==> src/rtl/ripple_sum_deskew.sv <==
// ripple_sum_deskew: realigns staggered ripple-adder sum bits into whole words
// and buffers them in a 2-entry valid/ready queue with sticky drop detection.
module ripple_sum_deskew #(
    parameter int WIDTH     = 4,
    parameter int STAGE_LAT = 1,
    parameter int ADD_LAT   = 2
) (
    input  logic             clk,
    input  logic             rst,
    input  logic             launch,
    input  logic [WIDTH-1:0] sum_in,
    input  logic             cout_in,
    output logic             out_valid,
    input  logic             out_ready,
    output logic [WIDTH-1:0] out_sum,
    output logic             out_cout,
    output logic             overflow,
    output logic [7:0]       word_count
);
    localparam int L = ADD_LAT + (WIDTH - 1) * STAGE_LAT;
    logic [WIDTH-1:0] aligned;
    logic [L-1:0]     vsr;
    logic [WIDTH:0]   mem [2];
    logic             wr;
    logic             rd;
    logic [1:0]       cnt;
    logic             push;
    logic             pop;
    logic             accept;
    // Earlier bits wait longer so every bit of a launch lands together at t+L.
    for (genvar i = 0; i < WIDTH; i++) begin : g_bit
        localparam int D = (WIDTH - 1 - i) * STAGE_LAT;
        if (D == 0) begin : g_thru
            assign aligned[i] = sum_in[i];
        end else begin : g_sr
            logic [D-1:0] sr;
            always_ff @(posedge clk)
                sr <= rst ? '0 : D'({sr, sum_in[i]});
            assign aligned[i] = sr[D-1];
        end
    end
    always_ff @(posedge clk)
        vsr <= rst ? '0 : L'({vsr, launch});
    assign push   = vsr[L-1];
    assign pop    = out_valid && out_ready;
    // A pop at full frees the slot the same edge, so the push still lands.
    assign accept = push && (cnt != 2'd2 || pop);
    always_ff @(posedge clk) begin
        if (rst) begin
            mem[0]     <= '0;
            mem[1]     <= '0;
            wr         <= 1'b0;
            rd         <= 1'b0;
            cnt        <= 2'd0;
            overflow   <= 1'b0;
            word_count <= 8'd0;
        end else begin
            if (accept) begin
                mem[wr]    <= {cout_in, aligned};
                wr         <= ~wr;
                word_count <= word_count + 8'd1;
            end
            if (pop)
                rd <= ~rd;
            cnt <= cnt + 2'(accept) - 2'(pop);
            if (push && !accept)
                overflow <= 1'b1;
        end
    end
    always_comb begin
        out_valid             = cnt != 2'd0;
        {out_cout, out_sum}   = out_valid ? mem[rd] : '0;
    end
endmodule

==> config.mk <==
export PLATFORM = sky130hd
export DESIGN_NAME = ripple_sum_deskew
export DESIGN_NICKNAME = d
export VERILOG_FILES = /design/src/rtl/ripple_sum_deskew.sv
export SDC_FILE = /design/constraint.sdc
export NUM_CORES = 1
export LEC_CHECK = 0
export BUFFER_PORTS_ARGS = -buffer_cell sky130_fd_sc_hd__buf_2
export CORE_UTILIZATION = 45
export DETAILED_ROUTE_END_ITERATION = 8
export GPL_TIMING_DRIVEN = 0
export PLACE_DENSITY = 0.66
export SLEW_MARGIN = 20
export SYNTH_ARGS = -nofsm -noshare
export SYNTH_HDL_FRONTEND = slang
export SYNTH_SLANG_ARGS = --single-unit
==> constraint.sdc <==
create_clock -name clk -period 3.85 [get_ports clk]
set_clock_uncertainty 0.05 [all_clocks]
set_input_delay 0.5775 -clock clk [delete_from_list [all_inputs] [get_ports clk]]
set_output_delay 0.5775 -clock clk [all_outputs]
set_load 0.02 [all_outputs]
# Word-level counts from Yosys, hierarchy flattened
# Memory sizes are Yosys's and may differ from the RTL's. A register that Yosys moved wholly into a read port is not among the register bits.
# Index checks and enable logic that the tools add are counted.
[word_totals]
regBits = 24
mem_bits_rw = 10
in_bits = 9
output_inout_bits = 15
word_cells = 34
n_memories = 1
[memory_table]
columns = ["memory", "depth", "width", "read_ports", "rd_clocked_by_memory_dff", "write_ports", "line_no", "text"]
rows = [
  ["mem", 2, 5, 1, 1, 2, "23", "logic [WIDTH:0] mem [2];"],
]
[op_classes]
addsub = 3
eq_ne = 1
muxes = 11
bitwise_logic = 2
n_reduce_logical = 7
[ops]
columns = ["operator", "n"]
rows = [
  ["$mux W5", 2],
  ["$mux W1", 9],
  ["$add A8 B1 Y8 const B", 1],
  ["$reduce_or A5 Y1", 1],
  ["$logic_and A1 B1 Y1", 3],
  ["$add A2 B1 Y2", 1],
  ["$ne A2 B2 Y1 const B", 1],
  ["$not A1 Y1", 2],
  ["$reduce_bool A2 Y1", 1],
  ["$sub A2 B1 Y2", 1],
  ["$logic_not A1 Y1", 1],
  ["$logic_or A1 B1 Y1", 1],
]

# Logic depth before layout (Yosys ltp)
# Gate-level depths: netlist (run 1).
[logic_depth]
ltp_word = 9
ltp_mapped = 8

# Worst setup path after synthesis (run 1)
# Ideal clock, no wire load.
[synth_path]
path_kind = "in2reg"
from = "input out_ready"
to = "register cnt[1]"
setup_ns = 0.130
arrival_time_ns = 1.788
t_required_ns = 3.670
slack_ns = 1.882
cell_stages = 8
n_path_buf = 0
cell_sequence = "or3b_1 > nand2_1 > ha_1 > inv_1 > ha_1 > xor2_1 > and2_1 > nor3_1"
[synth_via]
elab_chain_cells = 5
[synth_lines]
columns = ["element", "line_no", "text"]
rows = [
  ["start: declaration", "14", "input logic out_ready,"],
  ["$logic_and A1 B1 Y1 (*)", "45", "assign pop = out_valid && out_ready;"],
  ["$logic_or A1 B1 Y1", "47", "assign accept = push && (cnt != 2'd2 || pop);"],
  ["$logic_and A1 B1 Y1", "47", ""],
  ["$add A2 B1 Y2", "65", "cnt <= cnt + 2'(accept) - 2'(pop);"],
  ["$sub A2 B1 Y2 (*)", "65", ""],
  ["end signal: assignment", "65", ""],
  ["end: declaration", "26", "logic [1:0] cnt;"],
]
# Mark *: on every way between the ends. The rest lies on a longest branch, timed or not.
# A chain may end at the register's enable or synchronous reset.

==> run_results.csv, run 1 <==
group,metric,value,unit
place,pre_cts_slack,1.653,ns
clock_tree,cts_made_buffers,5,
setup_path,cp-start-kind,"register",
clock_tree,clockRootBuffer,"clkbuf_4",
die,boundaryPins,24,
final_layout,drive_above_1_share,25.00,%
place,routabilityCongestion,0.7089,
timing,hold_viol,0,
drt,wire_per_inst,12.04,um
timing,fin_ws,1.800,ns
global_route,antenna_found_initial,0,
setup_path,worstRegToRegCells,8,
final_layout,fin_nets,175,
timing,rsz0062_at_grt,"false",
job,drv_cap,0,
final_layout,filler_cell_count,272,
die,initial_core_util,47.15,%
synth,synth.distinct_cells,31,
synth,synth_enable_flop_cells,10,
synth,syn_inst,133,
final_layout,final_cell_mix,"25 x dfxtp_1, 24 x buf_2, 14 x nor2b_1",
global_route,grt_pass1_wl,4.077,mm
die,core_area,3028,um2
setup_path,r2r-start,"cnt[1]",
synth,ys_seq_elements,35,
synth,async_flop_share,0,%
setup_path,crit_fanout,5,
power_and_ir_drop,powerDensity,441.6,nW/um2
drt,wirelength,2.505,mm
clock_tree,clock_sinks,35,
clock_tree,clk_pin_slew_worst_paths,0.10,ns
final_layout,layout_commonest_cell,"dfxtp_1",
clock_tree,clock_latency,0.34,ns
global_route,grt-ovfl-total,0,
power_and_ir_drop,p_leak,0.6751,nW
synth,syn_area,1428,um2
worst_hold_path,hold_path.startpoint,"sum_in[1]",
setup_path,r2r-end,"cnt[1]",
die,die_x,58.33,um
timing,fmax,0.4877,GHz
synth,synth.top_cell.area_share,35.06,%
final_layout,antenna_cells,0,
setup_path,cp-end-kind,"primary output",
synth,ys_top_cells_by_area,"dfxtp_1 35%, edfxtp_1 21%, nor2b_1 6.1%, and2_1 4.8%, mux2i_1 3.5%",
setup_path,worst_ep_arrival_time,1.42,ns
drt,drt_first_pass_iters,4,
synth,avgSynthCellArea,10.73,um2
timing,worst_slew_pin_slew,0.5168,ns
clock_tree,h-tree-depth,2,
worst_hold_path,hold_depth,2,
status,status,"complete, no violations",
place,port_buffers,23,
clock_tree,cts_max_path_buffers,2,
synth,yosys_warnings,0,
place,dp_hpwl,1.801,mm
global_route,grt_pass1_vias,919,
die,std_cell_rows,20,
timing,slew_violations,0,
timing,setup-tns-final,0,ns
timing,slew_headroom,65.26,%
power_and_ir_drop,ir_drop,0.0002501,V
clock_tree,ctsResizeCount,0,
worst_hold_path,hold_class,"in -> reg",
final_layout,area_growth,15.69,%
drt,viasPerCell,4.942,
setup_path,required,3.22,ns
drt,drt_iter0_markers,23,
timing,finalSetupViolCount,0,
die,fp.dieH,58.33,um
clock_tree,cts_setup_buffers,0,
drt,ant_nets,0,
die,die-area,3402,um2
timing,fin_crit,2.050,ns
drt,vias,1028,
global_route,track_usage,16.72,%
clock_tree,cts_tree,"built",
global_route,grt_start_max_net_pins,12,
drt,drc_errors,0,
final_layout,post-route-util,54.55,%
synth,synthFlopType,"dfxtp_1",
worst_hold_path,hold_end,"g_bit[1].g_sr.sr[0]",
timing,post-route-period-util,53.26,%
synth,yosysTopAreaCell,"dfxtp_1",
synth,synth_nets,145,
setup_path,setup.worst_path.class,"reg -> out",
setup_path,r2r_slack,1.97,ns
synth,yosysSeqAreaShare,56.09,%
clock_tree,cts_hold_buf,0,
power breakdown:
group / switching, mW / internal (mW)
combinational: 0.0800 / 0.0493
clock: 0.119 / 0.0704
sequential: 0.0125 / 0.398
flip-flops by register name, summed over array words and instances (netlist names), named ones only:
register / count
wr: 1
g_bit.g_sr.sr: 6
mem: 10
rd: 1
vsr: 5
cnt: 2
word_count: 8
overflow: 1
cells in the mapped netlist, drive strengths merged (3+ instances only):
library cell  instances
inv                   5
nor2                 12
nor2b                14
o31ai                 3
a21oi                 8
ha                    3
o21ai                 5
and2                 11
edfxtp               10
nand3                 6
dfxtp                25
or4                   3
mux2i                 5
nor4                  3
buf                   4
final cells by class:
| cell class | count | area [um2] | area share [%] |
|---|---|---|---|
| Multi-Input combinational cell | 87 | 576.8 | 34.92 |
| Clock buffer | 6 | 41.29 | 2.500 |
| Buffer | 6 | 31.28 | 1.894 |
| Inverter | 5 | 18.77 | 1.136 |
| Clock inverter | 2 | 12.51 | 0.7576 |
| Tap cell | 44 | 55.05 | 3.333 |
| Sequential cell | 35 | 800.8 | 48.48 |
| Timing Repair Buffer | 23 | 115.1 | 6.970 |
worst max-delay path, stage by stage, from the launching register on:
cell and delay (ns):
dfxtp_1 0.32, clkbuf_1 0.32, mux2i_1 0.23, nor2_1 0.05
buf_2 0.17
routing by layer:
layer | up-vias | share of wire [%] | GRT usage [%]
li1 | 515 | - | -
met3 | 6 | 4.8 | 6.593
met4 | 0 | 1.9 | 7.143
met2 | 23 | 48 | 25.62
met5 | - | 0 | 0
met1 | 484 | 45 | 21.08
stage by stage:
step                      hold slack (ns)  total power, mW  std cells  instance area, um2
after floorplan                    0.3638           0.5105        133                1428
after global placement             0.3659           0.5453        200                1598
after detailed placement           0.3747           0.5498        200                1598
after CTS                          0.3780           0.7389        208                1652
after global routing               0.3903           0.7688        208                1652
final                              0.3917           0.7294        208                1652
how the worst max path moves through the flow:
stage               slack (ns)       from         end  cells past startpoint
detailed placement        1.65  out_ready      cnt[1]                      9
CTS                       1.77   register  out_sum[0]                      4
finish                    1.80   register  out_sum[2]                      4
global route              1.70   register    out_cout                      4
floorplan                 1.88  out_ready      cnt[1]                      8
global placement          1.68  out_ready      cnt[1]                      9
logic make-up (layout without fill, tap and decap cells):
family / after synthesis / after routing / share of synthesized area (%)
muxes: 7 / 7 / 5.083
DFF: 35 / 35 / 56.09
AOI/OAI and AO/OA: 16 / 16 / 6.135
adders and majority gates: 3 / 3 / 2.630
xor gates and xnor gates: 2 / 2 / 1.227
buffers and inverters: 11 / 42 / 3.504
and+or+nand+nor: 59 / 59 / 25.33
Note: power is estimated with default switching activity, not from simulation.
==> run 2, diff against run 1 <==
--- a/config.mk
+++ b/config.mk
@@ -9,7 +9,7 @@
 export CORE_UTILIZATION = 45
 export DETAILED_ROUTE_END_ITERATION = 8
 export GPL_TIMING_DRIVEN = 0
-export PLACE_DENSITY = 0.66
+export PLACE_DENSITY = 0.69
 export SLEW_MARGIN = 20
 export SYNTH_ARGS = -nofsm -noshare
 export SYNTH_HDL_FRONTEND = slang
==> constraint.sdc (replaced) <==
create_clock -name clk -period 1.7 [get_ports clk]
set_clock_uncertainty 0.05 [all_clocks]
set_input_delay 0.255 -clock clk [delete_from_list [all_inputs] [get_ports clk]]
set_output_delay 0.255 -clock clk [all_outputs]
set_load 0.02 [all_outputs]
==> run_results.csv, run 2 (synthesis results as in run 1) <==
group,metric,value,unit
power_and_ir_drop,p_leak,0.7093,nW
setup_path,required,1.87,ns
die,initial_core_util,47.15,%
final_layout,fin_nets,180,
setup_path,crit_path_top_delay_cell,"or3b_4",
final_layout,final_cell_mix,"24 x buf_2, 23 x dfxtp_1, 14 x nor2b_1",
die,std_cell_rows,20,
drt,ant_nets,0,
timing,finalSetupViolCount,1,
die,die-area,3402,um2
power_and_ir_drop,p_sw_share,29.03,%
clock_tree,cts_made_buffers,5,
setup_path,cp-end-kind,"register",
clock_tree,cts_tree,"built",
setup_path,crit_chain,"or3b_4 -> nand2_4 -> ha_4 -> inv_4 -> ha_4 -> xor2_2 -> and2_4 -> nor3_2",
power_and_ir_drop,internal_power,1.232,mW
setup_path,worst_ep_arrival_time,1.97,ns
final_layout,area_growth,23.14,%
power_and_ir_drop,ir_drop,0.0005848,V
drt,drc_errors,0,
drt,wire_per_inst,12.46,um
final_layout,largest_register,"mem",
status,status,"complete, but fails checks",
place,dp_hpwl,1.818,mm
timing,rsz0062_at_grt,"true",
final_layout,drive_above_1_share,33.14,%
timing,fmax,0.5553,GHz
die,fp.dieH,58.33,um
drt,drt_first_pass_iters,4,
final_layout,top_regs,"mem x10, word_count x8, g_bit.g_sr.sr x6",
drt,vias,1038,
timing,worst_slew_pin_slew,0.4741,ns
drt,viasPerCell,4.873,
timing,fin_crit,1.801,ns
global_route,grt-ovfl-total,0,
die,die_x,58.33,um
global_route,grt_pass1_vias,980,
clock_tree,h-tree-depth,2,
setup_path,cp-start-kind,"register",
status,violations,"setup timing",
clock_tree,clock_latency,0.34,ns
final_layout,post-route-util,58.06,%
setup_path,slowest_delay,0.40,ns
global_route,grt_pass1_wl,4.395,mm
clock_tree,clk_pin_slew_worst_paths,0.10,ns
clock_tree,clock_sinks,35,
timing,slew_violations,0,
power_and_ir_drop,switching_power,503.9,uW
final_layout,antenna_cells,0,
setup_path,crit_fanout,5,
setup_path,crit_top_cell,"ha_4",
timing,hold_viol,0,
final_layout,layout_commonest_cell,"buf_2",
worst_hold_path,hold_class,"in -> reg",
global_route,antenna_found_initial,0,
die,boundaryPins,24,
place,routabilityCongestion,0.7449,
job,drv_cap,0,
timing,slew_headroom,68.13,%
power_and_ir_drop,pwr-share-clk,24.4,%
drt,drt_iter0_markers,20,
setup_path,r2r_slack,-0.10,ns
global_route,grt_start_max_net_pins,11,
clock_tree,cts_hold_buf,0,
power_and_ir_drop,powerDensity,987.3,nW/um2
timing,post-route-period-util,105.9,%
final_layout,largest_reg_flops,10,
drt,wirelength,2.653,mm
clock_tree,cts_max_path_buffers,2,
die,core_area,3028,um2
power_and_ir_drop,combPwrFrac,20.8,%
timing,hold_ws,0.07160,ns
setup_path,setup.worst_path.class,"reg -> reg",
power_and_ir_drop,p_seq_share,54.7,%
timing,fin_ws,-0.1007,ns
place,port_buffers,23,
global_route,track_usage,17.87,%
clock_tree,clockRootBuffer,"clkbuf_4",
[run 2: cell count changes in the layout (fill, tap and decap cells not counted), moves of 2 or more]
cell / change
dfxtp_1: -2
dfxtp_4: +2
buf_4: +6
ha_4: +2
ha_1: -2
[run 2: power groups by stage]
stage / clock [mW] / sequential, mW / combinational (mW)
floorplan: 0 / 0.946 / 0.217
global placement: 0 / 0.950 / 0.288
detailed placement: 0 / 0.953 / 0.298
CTS: 0.438 / 0.952 / 0.318
global route: 0.475 / 0.958 / 0.400
finish: 0.424 / 0.950 / 0.361
[run 2: cell type report]
class / instances / area, um2
buffer: 5 / 27.53
clock buffer: 7 / 45.04
clock inverter: 1 / 5.005
fill: 288 / 1270
inverter: 5 / 21.27
multi-input combinational: 87 / 635.6
sequential: 35 / 808.3
tap: 44 / 55.05
timing repair buffer: 29 / 160.2
[run 2: critical path, delay by kind of cell (launching register included)]
family,cells,cell delay (ns)
buffers and inverters,1,0.05
adders and majority gates,2,0.33
and+or+nand+nor,4,0.69
xor gates and xnor gates,1,0.18
DFF,1,0.38
[run 2: path summary, 6_finish.rpt]
path,cells after the start,endpoint,from
worst min-delay path,2,g_bit[1].g_sr.sr[0],sum_in[1]
worst min register to register,1,vsr[3],vsr[2]
worst max register to register,8,cnt[1],cnt[1]
worst max-delay path,8,cnt[1],cnt[1]
[run 2: stage by stage]
step	power, mW	instance area, um2	cells	TNS, ns	setup slack (ns)
global placement	1.238	1603	200	-0.1095	-0.1095
floorplan	1.163	1433	133	0	0.008070
global route	1.833	1758	213	-0.1927	-0.1669
detailed placement	1.251	1603	200	-0.2176	-0.1789
CTS	1.708	1705	209	-0.07524	-0.07524
finish	1.736	1758	213	-0.1007	-0.1007
[run 2: what timing repair did]
item / in CTS / in global routing
resized for setup: 8 / 6
setup endpoints to repair: 11 / 10
setup buffers: 2 / 4
pin swaps: 3 / 6
[run 2: routing by layer]
| metal | global-route usage [%] | wire, um | vias up |
|---|---|---|---|
| li1 | - | - | 527 |
| met5 | 0 | 0 | - |
| met2 | 29.06 | 1295 | 25 |
| met1 | 21.14 | 1168 | 478 |
| met3 | 5.934 | 120 | 8 |
| met4 | 9.184 | 68 | 0 |
